[config.mk]
export PLATFORM = sky130hd
export DESIGN_NAME = vend_sequencer
export DESIGN_NICKNAME = d
export VERILOG_FILES = /design/src/rtl/vend_pkg.sv /design/src/rtl/vend_timer.sv /design/src/rtl/vend_sequencer.sv
export SDC_FILE = /design/constraint.sdc
export NUM_CORES = 1
export LEC_CHECK = 0
export ABC_AREA = 0
export CAP_MARGIN = 0
export CORE_ASPECT_RATIO = 1.75
export CORE_MARGIN = 5
export CORE_UTILIZATION = 28
export DETAILED_ROUTE_END_ITERATION = 12
export HOLD_SLACK_MARGIN = 0.05
export SLEW_MARGIN = 20
export SYNTH_ARGS = -nofsm -noshare
export SYNTH_HDL_FRONTEND = slang
export SYNTH_SLANG_ARGS = --single-unit
[constraint.sdc]
create_clock -name clock -period 2.8 [get_ports clock]
set_input_delay 0.56 -clock clock [delete_from_list [all_inputs] [get_ports clock]]
set_output_delay 0.56 -clock clock [all_outputs]
set_load 0.05 [all_outputs]
[src/rtl/vend_pkg.sv]
// Shared types and constants for the vending sequencer.
// States, item codes and the price table live here.
package vend_pkg;

  typedef enum logic [1:0] {
    IDLE,
    CHECK,
    DISPENSE,
    CHANGE
  } state_t;

  typedef enum logic [1:0] {
    PIZZA   = 2'd0,
    BURGUER = 2'd1,
    TORTA   = 2'd2,
    SODA    = 2'd3
  } item_t;

  localparam logic [3:0] PRICE_PIZZA   = 4'd8;
  localparam logic [3:0] PRICE_BURGUER = 4'd6;
  localparam logic [3:0] PRICE_TORTA   = 4'd5;
  localparam logic [3:0] PRICE_SODA    = 4'd3;

  function automatic logic [3:0] price(input logic [1:0] item);
    logic [3:0] p;
    unique case (item)
      PIZZA:   p = PRICE_PIZZA;
      BURGUER: p = PRICE_BURGUER;
      TORTA:   p = PRICE_TORTA;
      default: p = PRICE_SODA;
    endcase
    return p;
  endfunction

endpackage

[src/rtl/vend_timer.sv]
// Loadable down-counter shared by the dispense hold and idle timeout.
// done is high while the count sits at zero.
module vend_timer #(
  parameter int CNT_W = 32
) (
  input  logic             clock,
  input  logic             reset,
  input  logic             load,
  input  logic [CNT_W-1:0] value,
  input  logic             enable,
  output logic             done
);

  logic [CNT_W-1:0] count;

  always_ff @(posedge clock or negedge reset) begin
    if (!reset) begin
      count <= '0;
    end else if (load) begin
      count <= value;
    end else if (enable && count != '0) begin
      count <= count - 1'b1;
    end
  end

  assign done = (count == '0);

endmodule

[src/rtl/vend_sequencer.sv]
// Coin-operated vending sequencer: credit, select, dispense, refund.
// Refund path and idle timeout are enabled by CHANGE_RETURN_EN.
module vend_sequencer
  import vend_pkg::*;
#(
  parameter int BAL_W          = 6,
  parameter int DISP_CYCLES    = 50_000_000,
  parameter int TIMEOUT_CYCLES = 500_000_000
) (
  input  logic             clock,
  input  logic             reset,
  input  logic             coin_valid,
  input  logic [BAL_W-1:0] coin_value,
  input  logic             sel_valid,
  input  logic [1:0]       sel_item,
  input  logic             cancel,
  output logic [BAL_W-1:0] balance,
  output logic             busy,
  output logic [3:0]       dispense,
  output logic             sucesso,
  output logic             fail,
  output logic             coin_reject,
  output logic             change_valid,
  output logic [BAL_W-1:0] change_value
);

  localparam int CNT_W = 32;
  localparam logic [CNT_W-1:0] DISP_LOAD = CNT_W'(DISP_CYCLES - 1);
  localparam logic [CNT_W-1:0] TMO_LOAD  = CNT_W'(TIMEOUT_CYCLES - 1);
  localparam logic [BAL_W-1:0] BAL_MAX   = '1;

  state_t           state, state_n;
  logic [BAL_W-1:0] bal_q, bal_n, bal_add, cost;
  logic [BAL_W:0]   sum;
  logic [1:0]       item_q, item_n;
  logic             reject_q, reject_n;
  logic             t_load, t_en, t_done;
  logic [CNT_W-1:0] t_value;

  assign sum     = {1'b0, bal_q} + {1'b0, coin_value};
  assign bal_add = sum[BAL_W] ? BAL_MAX : sum[BAL_W-1:0];
  assign cost    = BAL_W'(price(item_q));

  vend_timer #(
    .CNT_W(CNT_W)
  ) u_timer (
    .clock  (clock),
    .reset  (reset),
    .load   (t_load),
    .value  (t_value),
    .enable (t_en),
    .done   (t_done)
  );

  always_ff @(posedge clock or negedge reset) begin
    if (!reset) begin
      state    <= IDLE;
      bal_q    <= '0;
      item_q   <= 2'd0;
      reject_q <= 1'b0;
    end else begin
      state    <= state_n;
      bal_q    <= bal_n;
      item_q   <= item_n;
      reject_q <= reject_n;
    end
  end

  always_comb begin
    state_n      = state;
    bal_n        = bal_q;
    item_n       = item_q;
    reject_n     = 1'b0;
    t_load       = 1'b0;
    t_value      = TMO_LOAD;
    t_en         = 1'b0;
    sucesso      = 1'b0;
    fail         = 1'b0;
    dispense     = 4'b0000;
    change_valid = 1'b0;
    change_value = '0;
    unique case (state)
      IDLE: begin
        if (coin_valid) bal_n = bal_add;
        // cancel wins over a same-cycle selection in both builds
        if (cancel) begin
`ifdef CHANGE_RETURN_EN
          if (bal_n != '0) state_n = CHANGE;
`endif
        end else if (sel_valid) begin
          item_n  = sel_item;
          state_n = CHECK;
        end
        if (coin_valid || sel_valid || cancel || bal_q == '0) begin
          t_load = 1'b1;
        end else begin
          t_en = 1'b1;
`ifdef CHANGE_RETURN_EN
          if (t_done) state_n = CHANGE;
`endif
        end
      end
      CHECK: begin
        reject_n = coin_valid;
        t_load   = 1'b1;
        if (bal_q >= cost) begin
          bal_n   = bal_q - cost;
          sucesso = 1'b1;
          t_value = DISP_LOAD;
          state_n = DISPENSE;
        end else begin
          fail    = 1'b1;
          state_n = IDLE;
        end
      end
      DISPENSE: begin
        reject_n = coin_valid;
        dispense = 4'b0001 << item_q;
        t_en     = 1'b1;
        if (t_done) begin
`ifdef CHANGE_RETURN_EN
          state_n = CHANGE;
`else
          state_n = IDLE;
`endif
        end
      end
      CHANGE: begin
        reject_n = coin_valid;
`ifdef CHANGE_RETURN_EN
        change_valid = 1'b1;
        change_value = bal_q;
`endif
        bal_n   = '0;
        t_load  = 1'b1;
        state_n = IDLE;
      end
    endcase
  end

  assign balance     = bal_q;
  assign busy        = (state != IDLE);
  assign coin_reject = reject_q;

endmodule

# Word level (Yosys, flattened, before mapping)
# Index checks and enable logic that the tools add are counted.
# Widths: inputs -> output; s select.
[word_totals]
reg_bits = 43
latchBits = 0
ram_bits = 0
romBits = 0
in_bits = 13
word_cells = 62
mem_count = 0
[classes]
add_sub_neg = 3
n_mul = 0
div = 0
order_cmp = 1
n_eq_ne = 10
shifts = 1
n_mux = 24
bitwise = 1
n_reduce_logical = 17
[op_table]
columns = ["op", "n"]
rows = [
  ["$mux 32", 2],
  ["$mux 29", 2],
  ["$logic_not 32->1", 1],
  ["$reduce_bool 32->1", 1],
  ["$sub 32x1->32 const B", 1],
  ["$mux 6", 3],
  ["$pmux 6 s3", 1],
  ["$pmux 4 s3", 1],
  ["$ne 2x2->1 const B", 5],
  ["$reduce_and 3->1", 3],
  ["$mux 2", 4],
  ["$pmux 2 s4", 1],
  ["$add 6x6->7", 1],
  ["$mux 1", 7],
  ["$eq 2x2->1 const B", 3],
  ["$ge 6x4->1", 1],
  ["$logic_not 6->1", 1],
  ["$sub 6x4->6", 1],
  ["$eq 2x1->1 const B", 2],
  ["$logic_not 2->1", 2],
  ["$mux 4", 1],
  ["$pmux 1 s2", 2],
  ["$reduce_bool 2->1", 2],
  ["$shl 1x2->4 const A", 1],
  ["other kinds (6)", 8],
]

# Longest topological paths before layout
# Gate-level depths: netlist (run 1).
[logic_depth]
ltp_word = 8
depth_mapped = 13
mapped_depth_nobuf = 12

# By module
# Synthesis (run 1) repeated with hierarchy kept, for this count alone.
[unflattened]
hier_cells = 364
area_unflattened_um2 = 3213.1
[by_module_without_submodules]
columns = ["module", "instances", "cells_per_inst", "area_each_um2", "seq_area_each_um2"]
rows = [
  ["vend_timer", 1, 234, 2067.0, 800.8],
  ["vend_sequencer", 1, 130, 1146.1, 275.3],
]

# Worst setup path after synthesis (run 1)
# Ideal clock, no wire load.
[synth_timing]
path_type = "register to register"
startpoint = "register item_q[0]"
endpoint = "register u_timer.count[20]"
setup_ns = 0.138
arrival_time_ns = 3.329
setup_slack_ns = -0.667
stages_incl_launch_ff = 14
path_buffers = 1
synth_period_minus_slack_ns = 3.467
path_cell_list = "dfrtp_1 > inv_1 > ha_1 > or2_2 > ha_1 > inv_1 > fa_1 > a21o_1 > a2111oi_2 > nand2b_1 > buf_2 > clkinv_1 > mux2i_1 > nor3_1"
[synth_via]
elab_chain_len = 6
[synth_lines]
columns = ["element", "line", "source"]
rows = [
  ["start: declaration", "vend_sequencer.sv:35", "logic [1:0] item_q, item_n;"],
  ["start signal: assignment", "vend_sequencer.sv:64", "item_q <= item_n;"],
  ["$eq 2x2->1, or another cell as far along", "vend_pkg.sv:26", "unique case (item)"],
  ["$pmux 4 s3 *", "vend_pkg.sv:26", ""],
  ["$ge 6x4->1 *", "vend_sequencer.sv:106", "if (bal_q >= cost) begin"],
  ["$mux 29 *", "vend_sequencer.sv:106", ""],
  ["$mux 29 *", "vend_sequencer.sv:82", "unique case (state)"],
  ["$mux 32 *", "vend_timer.sv:19", "end else if (load) begin"],
  ["end signal: assignment", "vend_timer.sv:20", "count <= value;"],
  ["end signal: assignment", "vend_timer.sv:22", "count <= count - 1'b1;"],
  ["end: declaration", "vend_timer.sv:14", "logic [CNT_W-1:0] count;"],
]
# Every way passes the cells marked *; elsewhere a longest branch is shown, timed or not.
# A chain may end at the register's enable or synchronous reset.

# Worst setup path after layout (run 1)
[layout_timing]
startpoint = "register item_q[0]"
endpoint = "output sucesso"
[layout_via]
elab_chain_len = 5
[layout_lines]
columns = ["element", "line", "source"]
rows = [
  ["$eq 2x2->1, or another cell as far along", "vend_pkg.sv:26", ""],
  ["$pmux 4 s3 *", "vend_pkg.sv:26", ""],
  ["$ge 6x4->1 *", "vend_sequencer.sv:106", ""],
  ["$mux 1 *", "vend_sequencer.sv:106", ""],
  ["$mux 1 *", "vend_sequencer.sv:82", ""],
  ["end: declaration", "vend_sequencer.sv:20", "output logic sucesso,"],
]
# Marks and branches as above.

==> metrics.md, run 1 <==
| Metric | Value |
|---|---|
| Final Max Slew Viols | `0` |
| Maximum clock insertion buffer count | `2` |
| Worst r2r path cells | `12` |
| Final Non-Filler Cells | `508` |
| Endpoint type of the worst setup path | `primary output` |
| Fin crit period | `3048 ps` |
| Fraction of power consumed by combinational cells | `58.9%` |
| Post-Synthesis Cell Area | `2913 µm²` |
| Final critical-path setup slack | `-247.7 ps` |
| Number of input and output port buffers inserted | `26` |
| Count of routing violations after the opening detailed-route iteration | `246` |
| Min-Delay Path Class | `input port to async pin` |
| Clock latency of the later-clocked register in the worst-skew pair | `290 ps` |
| CP Data Arrival Time | `2490 ps` |
| Violations in the final reports | `setup timing` |
| Core area | `10,240 µm²` |
| Area leader, netlist | `sky130_fd_sc_hd__dfrtp_1` |
| Max-cap check violation count | `0` |
| Setup Skew | `4.629 ps` |
| Maximum vdd drop | `0.0008685 V` |
| TritonCTS clock tree | `built` |
| Number of fillers in the final layout | `1,033` |
| Maximum number of pins on one net before global-route repair | `21` |
| Pwr Total | `3.824 mW` |
| Vias in the first global route | `2,778` |
| Flop-to-flop setup slack | `120 ps` |
| Req. time, crit path | `2240 ps` |
| Leading cell types in the layout, fill and taps excluded | `41 x sky130_fd_sc_hd__dfrtp_1, 34 x sky130_fd_sc_hd__buf_4, 28 x sky130_fd_sc_hd__nor2_1` |
| Layout cell share with drive strength beyond 1 | `19.95%` |
| Internal power | `2.103 mW` |
| Capturing element of the worst setup path | `sucesso` |
| Async SR Flop Fraction | `100.0%` |
| Cells after Synth | `326` |
| End of the worst register-to-register path | `balance[5]` |
| Sequential cell area in the final layout | `1079 µm²` |
| Number of different library cells in the post-synthesis netlist | `51` |
| Height of the die | `144.9 µm` |
| Detailed-route wire length | `7.965 mm` |
| Final sum of negative setup slack | `-455.0 ps` |
| Critical Path, Cell by Cell | `inv_2 > ha_4 > or2_4 > ha_4 > inv_2 > fa_2 > a21o_1 > a2111oi_4 > nand2b_4 > clkinv_8 > buf_12` |
| Number of levels the H-tree was split into | `2` |
| Ratio of final minimum period to clock period | `108.8%` |
| Number of search-and-repair iterations in the first detailed-routing pass | `4` |
| Slew Limit Headroom | `62.43%` |
| Post-Route Hold Slack | `174.0 ps` |
| Switching share of power | `45.00%` |
| Synthesis-to-layout area growth | `29.85%` |
| Detailed-route vias per instance | `5.213` |
| Final hold violations | `0` |
| Die footprint | `12,620 µm²` |
| Reg power frac | `25.7%` |
| Launching element type of the critical path | `flop` |
| Sequential element share of the synthesized area | `36.94%` |
| Multi-input combinational cell area | `1790 µm²` |
| Detailed-route wire length per cell | `15.68 µm` |
| Wire length of the first global-routing pass | `13.27 mm` |
| Leakage power of the design | `1.503 nW` |
| Count of flip-flops with a built-in enable after synthesis | `0` |
| Slowest stage cell, crit path | `sky130_fd_sc_hd__dfrtp_1` |
| Worst path max stage delay | `400 ps` |
| Clock root buffer | `sky130_fd_sc_hd__clkbuf_16` |
| Initial standard-cell utilization of the core | `28.45%` |
| Unrepaired setup endpoints after global routing | `yes` |
| Most common cell after layout, fill and taps aside | `sky130_fd_sc_hd__dfrtp_1` |
| Mean instance size in the synthesized netlist | `8.935 µm²` |
| Initial antenna violation count | `0` |
| Leading register cell type out of synthesis | `sky130_fd_sc_hd__dfrtp_1` |
| Post-layout utilization of the core | `36.94%` |
| Via count | `2,648` |
| Achievable clock frequency | `328.1 MHz` |
| Leading post-synthesis cells by cell area | `sky130_fd_sc_hd__dfrtp_1 37%, sky130_fd_sc_hd__ha_1 7.3%, sky130_fd_sc_hd__o21ai_0 3.8%, sky130_fd_sc_hd__nor2_1 3.6%, sky130_fd_sc_hd__a21oi_1 3.3%` |
| Width of the chip | `87.10 µm` |
| Total of warnings raised by yosys | `0` |
| Inserted Clock Buffers | `5` |
| Proportion of power drawn by the clock network | `15.5%` |
| Diode insertion count for antenna repair | `0` |
| Total power per unit cell area | `1011 nW/µm²` |
| FP Rows | `49` |
| Status | `finished with violations` |
| Worst reg2reg path startpoint | `item_q[1]` |
| Placed Cells | `495` |
| Class of the most critical setup path | `flop to primary output` |
| Top cell type's share of synthesized area | `36.94%` |
| Final count of negative-setup-slack endpoints | `2` |
| Post-detailed-route DRC marker count | `0` |
| Clock slew seen by the registers of the worst setup and hold paths | `60 ps` |
| Total congestion overflow | `0` |
| Layout Nets | `412` |
| TritonCTS Sinks | `43` |
| Transition time at the pin with the least slew margin | `561.5 ps` |
| Worst Setup SP | `item_q[0]` |
| Routability congestion estimate | `0.8576` |
| Top-level port count | `34` |
| Maximum fanout encountered on the critical timing path | `3` |
| CTS Hold Buffers Added | `0` |
| Post-DP HPWL | `6.228 mm` |
| Total track usage | `12.93%` |
| Post-synthesis sequential element count | `43` |
| Net switching component of the power | `1.721 mW` |
| Number of routed nets with antenna violations | `0` |
power groups by stage:
stage / clock network (mW) / logic [mW] / registers, mW
3_3_place_gp: 0 / 2.10 / 0.977
5_1_grt: 0.626 / 2.46 / 1.01
4_1_cts: 0.606 / 2.21 / 0.975
2_1_floorplan: 0 / 1.25 / 1.10
6_report: 0.591 / 2.25 / 0.981
3_5_place_dp: 0 / 2.14 / 0.983
state kept, by name (all words and copies together), names as in the netlist:
| name | cells |
|---|---|
| coin_reject | 1 |
| state | 2 |
| item_q | 2 |
| u_timer.count | 32 |
| balance | 6 |
metal layers:
layer / global-route usage, % / share of wire [%]
met1: 13.67 / 39
met2: 25.27 / 56
met3: 1.985 / 2.6
met4: 3.610 / 2.2
met5: 0 / 0
worst min path at each step:
stage               start  slack (ps)  depth (start not counted)         end
detailed placement  reset         490                          1   item_q[0]
CTS                 reset         180                          1    state[1]
floorplan           reset         260                          0  balance[0]
global placement    reset         500                          1   item_q[0]
global route        reset         200                          1    state[1]
finish              reset         170                          1   item_q[0]
timing repair:
| action | in CTS | in global routing |
|---|---|---|
| hold endpoints to repair | 0 | 0 |
| pin swaps | 5 | 4 |
| resized for setup | 6 | 10 |
| endpoints found under the setup margin | 5 | 14 |
| buffers inserted | 3 | 2 |
cell usage after synthesis (all sizes together) (3+ instances only):
master   instances
o211ai           3
nor4             6
nand3b           3
inv             17
clkbuf           7
xnor2           10
a211oi           3
mux2i            3
dfrtp           43
or2              4
ha              17
nand2           21
buf             10
and4             5
a2111oi          3
or3             10
a21oi           19
a21o             3
nor3b            3
a31oi           10
o311ai           3
and2             8
nand3            3
nand2b           4
xor2             5
nor2            28
o21ai           24
nand4            8
or4              7
and3             3
o31ai            5
nor3            13
logic make-up (layout without fill, tap and decap cells):
logic type,after synthesis,count (layout),synth area share [%]
other,1,7,0.1287
and+or+nand+nor,131,131,25.30
xor gates and xnor gates,15,15,4.510
adders and majority gates,19,19,8.677
buffers and inverters,35,84,5.541
DFF,43,43,36.94
muxes,3,3,1.031
AOI/OAI and AO/OA,79,79,17.87
cell type report:
cell class                 instances  area share [%]
multi-input combinational        254           47.34
sequential                        43           28.51
timing repair buffer              58           13.89
tap                              127           4.201
clock buffer                       5           3.308
inverter                          18           2.117
clock inverter                     3          0.6285
worst max-delay path, delay by kind of cell (launching register included):
family | cells | cell delay, ps
DFF | 1 | 400
AOI/OAI and AO/OA | 2 | 550
adders and majority gates | 3 | 570
buffers and inverters | 4 | 320
and+or+nand+nor | 2 | 350
stage by stage:
| step | setup WS (ps) | instance area [µm²] |
|---|---|---|
| 3_3_place_gp | 43.83 | 3537 |
| 3_5_place_dp | -52.74 | 3537 |
| 6_report | -247.7 | 3782 |
| 4_1_cts | -317.0 | 3732 |
| 5_1_grt | -384.5 | 3782 |
| 2_1_floorplan | -13.08 | 3010 |
(Power assumes the default switching activity.)
==> run 2, diff against run 1 <==
==> constraint.sdc (replaced) <==
create_clock -name clock -period 2.8 [get_ports clock]
set_input_delay 0.56 -clock clock [delete_from_list [all_inputs] [get_ports clock]]
set_output_delay 0.56 -clock clock [all_outputs]
set_load 0.01 [all_outputs]
==> run 2 against run 1 <==
The run still ends with setup timing left. Sequential cell count unchanged. Design area down 1.7%. Final cell count up 0.20%. Clock skew up 2.4 ps. Critical path type unchanged. Largest power group unchanged.
==> metrics.md, run 2 (synthesis results as in run 1) <==
| Metric | Value |
|---|---|
| Maximum fanout encountered on the critical timing path | `3` |
| Core area | `10,240 µm²` |
| Top-level port count | `34` |
| Number of search-and-repair iterations in the first detailed-routing pass | `4` |
| Total power per unit cell area | `957.5 nW/µm²` |
| GR Util met1 | `14.26%` |
| Post-Layout Inst Area | `3717 µm²` |
| Initial antenna violation count | `0` |
| TritonCTS clock tree | `built` |
| Fin crit period | `3045 ps` |
| Largest register by flop count | `u_timer.count` |
| Transition time at the pin with the least slew margin | `816.4 ps` |
| Req. time, crit path | `2240 ps` |
| Setup Skew | `7.031 ps` |
| Detailed-route wire length per cell | `15.08 µm` |
| Status | `finished with violations` |
| CP Data Arrival Time | `2490 ps` |
| Clock slew seen by the registers of the worst setup and hold paths | `60 ps` |
| Proportion of power drawn by the clock network | `15.9%` |
| Most common cell after layout, fill and taps aside | `sky130_fd_sc_hd__dfrtp_1` |
| Largest register FFs | `32` |
| Layout cell share with drive strength beyond 1 | `16.75%` |
| Synthesis-to-layout area growth | `27.62%` |
| Slowest stage cell, crit path | `sky130_fd_sc_hd__dfrtp_1` |
| Inserted Clock Buffers | `5` |
| Unrepaired setup endpoints after global routing | `yes` |
| Max-cap check violation count | `0` |
| Wire length of the first global-routing pass | `12.86 mm` |
| Initial standard-cell utilization of the core | `28.45%` |
| Achievable clock frequency | `328.4 MHz` |
| Detailed-route wire length | `7.676 mm` |
| Switching share of power | `40.14%` |
| Critical Path, Cell by Cell | `inv_2 > ha_4 > or2_4 > ha_4 > inv_2 > fa_2 > a21o_1 > a2111oi_4 > buf_4 > and2_4 > buf_6` |
| Maximum clock insertion buffer count | `2` |
| Violations in the final reports | `setup timing` |
| Leading cell types in the layout, fill and taps excluded | `42 x sky130_fd_sc_hd__dfrtp_1, 33 x sky130_fd_sc_hd__buf_4, 28 x sky130_fd_sc_hd__nor2_1` |
| Final count of negative-setup-slack endpoints | `2` |
| Final critical-path setup slack | `-245.4 ps` |
| Width of the chip | `87.10 µm` |
| Leakage power of the design | `1.485 nW` |
| TritonCTS Sinks | `43` |
| Slew Limit Headroom | `45.37%` |
| Clock latency of the later-clocked register in the worst-skew pair | `280 ps` |
| Net switching component of the power | `1.429 mW` |
| Vias in the first global route | `2,670` |
| Internal power | `2.131 mW` |
| GRT Max-Usage Layer | `met2` |
| Number of routed nets with antenna violations | `0` |
| Post-DP HPWL | `5.863 mm` |
| FP Rows | `49` |
| Die footprint | `12,620 µm²` |
| Reg power frac | `26.5%` |
| Worst path max stage delay | `410 ps` |
| Class of the most critical setup path | `flop to primary output` |
| Fraction of power consumed by combinational cells | `57.5%` |
| Endpoint type of the worst setup path | `primary output` |
| CP delay by family, top | `adder cells` |
| Maximum number of pins on one net before global-route repair | `44` |
| Total congestion overflow | `0` |
| Count of routing violations after the opening detailed-route iteration | `136` |
| Launching element type of the critical path | `flop` |
| Maximum vdd drop | `0.0007385 V` |
| Layout Nets | `413` |
| Detailed-route vias per instance | `5.155` |
| Post-DP Area | `3486 µm²` |
| Final Max Slew Viols | `0` |
| Routability congestion estimate | `0.7990` |
| Number of input and output port buffers inserted | `26` |
| Ratio of final minimum period to clock period | `108.8%` |
| Post-Route Hold Slack | `342.4 ps` |
| Total track usage | `12.44%` |
| Number of fillers in the final layout | `1,014` |
| Global-route met3 utilization | `2.042%` |
| CP bufs+invs | `4` |
| Height of the die | `144.9 µm` |
| Number of levels the H-tree was split into | `2` |
| Post-detailed-route DRC marker count | `0` |
| Met2 global-route usage | `22.49%` |
| Diode insertion count for antenna repair | `0` |
| Via count | `2,624` |
| Clock root buffer | `sky130_fd_sc_hd__clkbuf_16` |
| Min-Delay Path Class | `input port to async pin` |
| Final hold violations | `0` |
run 2: cell types whose count changed in the layout (fill, tap and decap cells not counted), sizes merged:
cell | previous run | this run
clkinv | 1 | 2
clkinvlp | 2 | 0
clkbuf | 5 | 7
buf | 39 | 36
clkdlybuf4s50 | 19 | 23
inv | 18 | 17
run 2: worst reg2reg max path, cell delays in order (launching register included):
cell and delay (ps):
sky130_fd_sc_hd__dfrtp_1 410, sky130_fd_sc_hd__inv_2 90, sky130_fd_sc_hd__ha_4 130, sky130_fd_sc_hd__or2_4 130, sky130_fd_sc_hd__ha_4 130, sky130_fd_sc_hd__inv_2 30, sky130_fd_sc_hd__fa_2 330, sky130_fd_sc_hd__a21o_1 200
sky130_fd_sc_hd__a2111oi_4 340, sky130_fd_sc_hd__nand2b_4 210, sky130_fd_sc_hd__clkinv_4 50, sky130_fd_sc_hd__buf_4 160, sky130_fd_sc_hd__mux2i_1 130, sky130_fd_sc_hd__buf_4 160, sky130_fd_sc_hd__nor3_1 60
run 2: area by class of cell:
cell class | count | area, µm² | area share, %
multi-input cells | 254 | 1765 | 47.49
flip-flops and latches | 43 | 1077 | 28.98
clock buffers | 7 | 132.6 | 3.568
well taps | 127 | 158.9 | 4.275
repair buffers | 59 | 505.5 | 13.60
inverters | 18 | 72.57 | 1.952
clock inverters | 1 | 5.005 | 0.1346
run 2: final timing paths:
kind,start,endpoint,slack [ps],depth (start not counted)
min in group clock,u_timer.count[14],u_timer.count[14],520,2
worst min register to register,u_timer.count[14],u_timer.count[14],520,2
worst min-delay path,reset,balance[4],340,2
max in group asynchronous,reset,u_timer.count[0],2040,2
worst max-delay path,item_q[0],fail,-250,11
worst max register to register,item_q[0],u_timer.count[20],130,14
run 2: per-layer routing:
metal  up-vias  share of wire [%]  routed length [µm]
li1       1277                  -                   -
met1      1270                 38                2954
met2        59                 55                4248
met3        18                3.0                 233
met4         0                3.1                 240
met5         -                  0                   0
run 2: power by group through the flow:
| stage | combinational (mW) | clock, mW | sequential, mW |
|---|---|---|---|
| after global routing | 2.28 | 0.604 | 0.972 |
| after detailed placement | 1.89 | 0 | 0.946 |
| after global placement | 1.86 | 0 | 0.942 |
| final | 2.05 | 0.567 | 0.944 |
| after CTS | 2.02 | 0.579 | 0.946 |
| after floorplan | 1.10 | 0 | 0.953 |
run 2: stage by stage:
stage | instances | utilization [%] | TNS [ps] | power [mW] | worst slack [ps]
2_1_floorplan | 332 | - | 0 | 2.057 | 6.628
3_3_place_gp | 495 | 34.05 | -714.8 | 2.800 | -370.8
3_5_place_dp | 495 | 34.05 | -883.5 | 2.833 | -440.7
4_1_cts | 506 | 36.09 | -554.5 | 3.545 | -295.9
5_1_grt | 509 | 36.31 | -688.1 | 3.861 | -355.7
6_report | 509 | 36.31 | -447.0 | 3.559 | -245.4
run 2: what timing repair did:
item | in CTS | in global routing
hold buffers | 0 | 0
setup endpoints to repair | 7 | 10
pin swaps | 3 | 1
cloned | 0 | 0
gates resized for setup | 20 | 0
setup buffers | 3 | 3
endpoints found under the hold margin | 0 | 0
==> run 3, diff against run 2 <==
--- a/config.mk
+++ b/config.mk
@@ -12,6 +12,7 @@
 export CORE_UTILIZATION = 28
 export DETAILED_ROUTE_END_ITERATION = 12
 export HOLD_SLACK_MARGIN = 0.05
+export SKIP_CTS_REPAIR_TIMING = 1
 export SLEW_MARGIN = 20
 export SYNTH_ARGS = -nofsm -noshare
 export SYNTH_HDL_FRONTEND = slang
==> run 3 against run 2 <==
The flow still finishes with violations (setup timing). Global-route usage fell by 0.19 points. Non-clock buffer count fell by 2. Fmax fell by 2.6%. Critical path depth did not move. Via count fell by 0.42%. Count of clock-buffer cells in the layout did not move. First-iteration DRC count fell by 5.1%. Final cell count fell by 0.39%.
==> metrics.md, run 3 (synthesis results as in run 1) <==
| Metric | Value |
|---|---|
| Detailed-route vias per instance | `5.154` |
| Total track usage | `12.24%` |
| Clock slew seen by the registers of the worst setup and hold paths | `60 ps` |
| Slew Limit Headroom | `45.58%` |
| Maximum clock insertion buffer count | `2` |
| Worst Setup SP | `item_q[0]` |
| Largest register FFs | `32` |
| Achievable clock frequency | `319.8 MHz` |
| TritonCTS Sinks | `43` |
| Final critical-path setup slack | `-327.2 ps` |
| Wire length of the first global-routing pass | `12.63 mm` |
| Diode insertion count for antenna repair | `0` |
| Number of routed nets with antenna violations | `0` |
| Height of the die | `144.9 µm` |
| Class of the most critical setup path | `flop to primary output` |
| Detailed-route wire length per cell | `15.12 µm` |
| Number of levels the H-tree was split into | `2` |
| Count of routing violations after the opening detailed-route iteration | `129` |
| Initial standard-cell utilization of the core | `28.45%` |
| Initial antenna violation count | `0` |
| Total power per unit cell area | `944.4 nW/µm²` |
| FP Rows | `49` |
| Maximum vdd drop | `0.0007346 V` |
| Inserted Clock Buffers | `5` |
| Number of input and output port buffers inserted | `26` |
| Final Max Slew Viols | `0` |
| Layout Nets | `411` |
| Slowest stage cell, crit path | `sky130_fd_sc_hd__a2111oi_4` |
| Fin crit period | `3127 ps` |
| Min-Delay Path Class | `input port to async pin` |
| Unrepaired setup endpoints after global routing | `yes` |
| Flop-to-flop setup slack | `70 ps` |
| Endpoint type of the worst setup path | `primary output` |
| Final hold violations | `0` |
| TritonCTS clock tree | `built` |
| Req. time, crit path | `2240 ps` |
| Die footprint | `12,620 µm²` |
| Capturing element of the worst setup path | `fail` |
| Maximum number of pins on one net before global-route repair | `44` |
| Maximum fanout encountered on the critical timing path | `3` |
| Synthesis-to-layout area growth | `27.71%` |
| End of the worst register-to-register path | `u_timer.count[20]` |
| Routability congestion estimate | `0.7990` |
| Status | `finished with violations` |
| Ratio of final minimum period to clock period | `111.7%` |
| CP bufs+invs | `4` |
| Via count | `2,613` |
| Leading cell types in the layout, fill and taps excluded | `42 x sky130_fd_sc_hd__dfrtp_1, 30 x sky130_fd_sc_hd__buf_4, 28 x sky130_fd_sc_hd__nor2_1` |
| CP Data Arrival Time | `2570 ps` |
| Top-level port count | `34` |
| Leakage power of the design | `1.478 nW` |
| Worst path max stage delay | `420 ps` |
| Final sum of negative setup slack | `-616.7 ps` |
| Post-DP HPWL | `5.863 mm` |
| Post-detailed-route DRC marker count | `0` |
| Most common cell after layout, fill and taps aside | `sky130_fd_sc_hd__dfrtp_1` |
| Final count of negative-setup-slack endpoints | `2` |
| Critical Path, Cell by Cell | `inv_2 > ha_4 > or2_4 > ha_4 > inv_2 > fa_2 > a21o_1 > a2111oi_4 > buf_4 > and2_4 > buf_6` |
| Core area | `10,240 µm²` |
| Largest register by flop count | `u_timer.count` |
| Layout cell share with drive strength beyond 1 | `17.11%` |
| Vias in the first global route | `2,635` |
| CP delay by family, top | `compound AO/OA/AOI/OAI gates` |
| Worst r2r path cells | `14` |
| Clock latency of the later-clocked register in the worst-skew pair | `280 ps` |
| Detailed-route wire length | `7.665 mm` |
| Worst reg2reg path startpoint | `item_q[0]` |
| Place WS | `-440.7 ps` |
| Setup Skew | `7.478 ps` |
| Number of search-and-repair iterations in the first detailed-routing pass | `4` |
| Clock root buffer | `sky130_fd_sc_hd__clkbuf_16` |
| Launching element type of the critical path | `flop` |
| Width of the chip | `87.10 µm` |
| Total congestion overflow | `0` |
| Violations in the final reports | `setup timing` |
| Crit. path cell count | `11` |
| Transition time at the pin with the least slew margin | `813.3 ps` |
| Max-cap check violation count | `0` |
run 3: area by class of cell:
cell class / count / area, µm²
inverter: 18 / 72.57
sequential: 43 / 1077
clock inverter: 1 / 5.005
timing repair buffer: 57 / 494.2
multi-input combinational: 254 / 1779
clock buffer: 7 / 132.6
tap: 127 / 158.9
fill: 1021 / 6519
run 3: through the flow:
stage	instance area, µm²	power [mW]	std cells	utilization [%]	hold slack (ps)
after global placement	3486	2.800	495	34.05	498.8
final	3720	3.513	507	36.33	340.8
after detailed placement	3486	2.833	495	34.05	503.8
after floorplan	2969	2.057	332	-	264.4
after CTS	3623	3.418	503	35.39	386.7
after global routing	3720	3.815	507	36.33	402.3
run 3: how the worst min path moves through the flow:
stage               cells after the start  slack (ps)           endpoint              start
global placement                        2         500  u_timer.count[14]  u_timer.count[14]
CTS                                     2         390         balance[2]              reset
global route                            2         400         balance[4]              reset
finish                                  2         340         balance[4]              reset
floorplan                               0         260         balance[0]              reset
detailed placement                      2         500  u_timer.count[14]  u_timer.count[14]
run 3: per-layer routing:
metal	GRT usage, %	vias to the layer above	share of wire (%)
met4	4.608	0	2.7
met5	0	-	0
met3	2.042	14	3.1
met1	13.94	1263	39
li1	-	1276	-
met2	22.18	60	56
run 3: where the power goes:
part	total, mW	internal (mW)	switching (mW)
sequential	0.943	0.778	0.165
combinational	2.00	0.986	1.02
clock	0.568	0.330	0.237
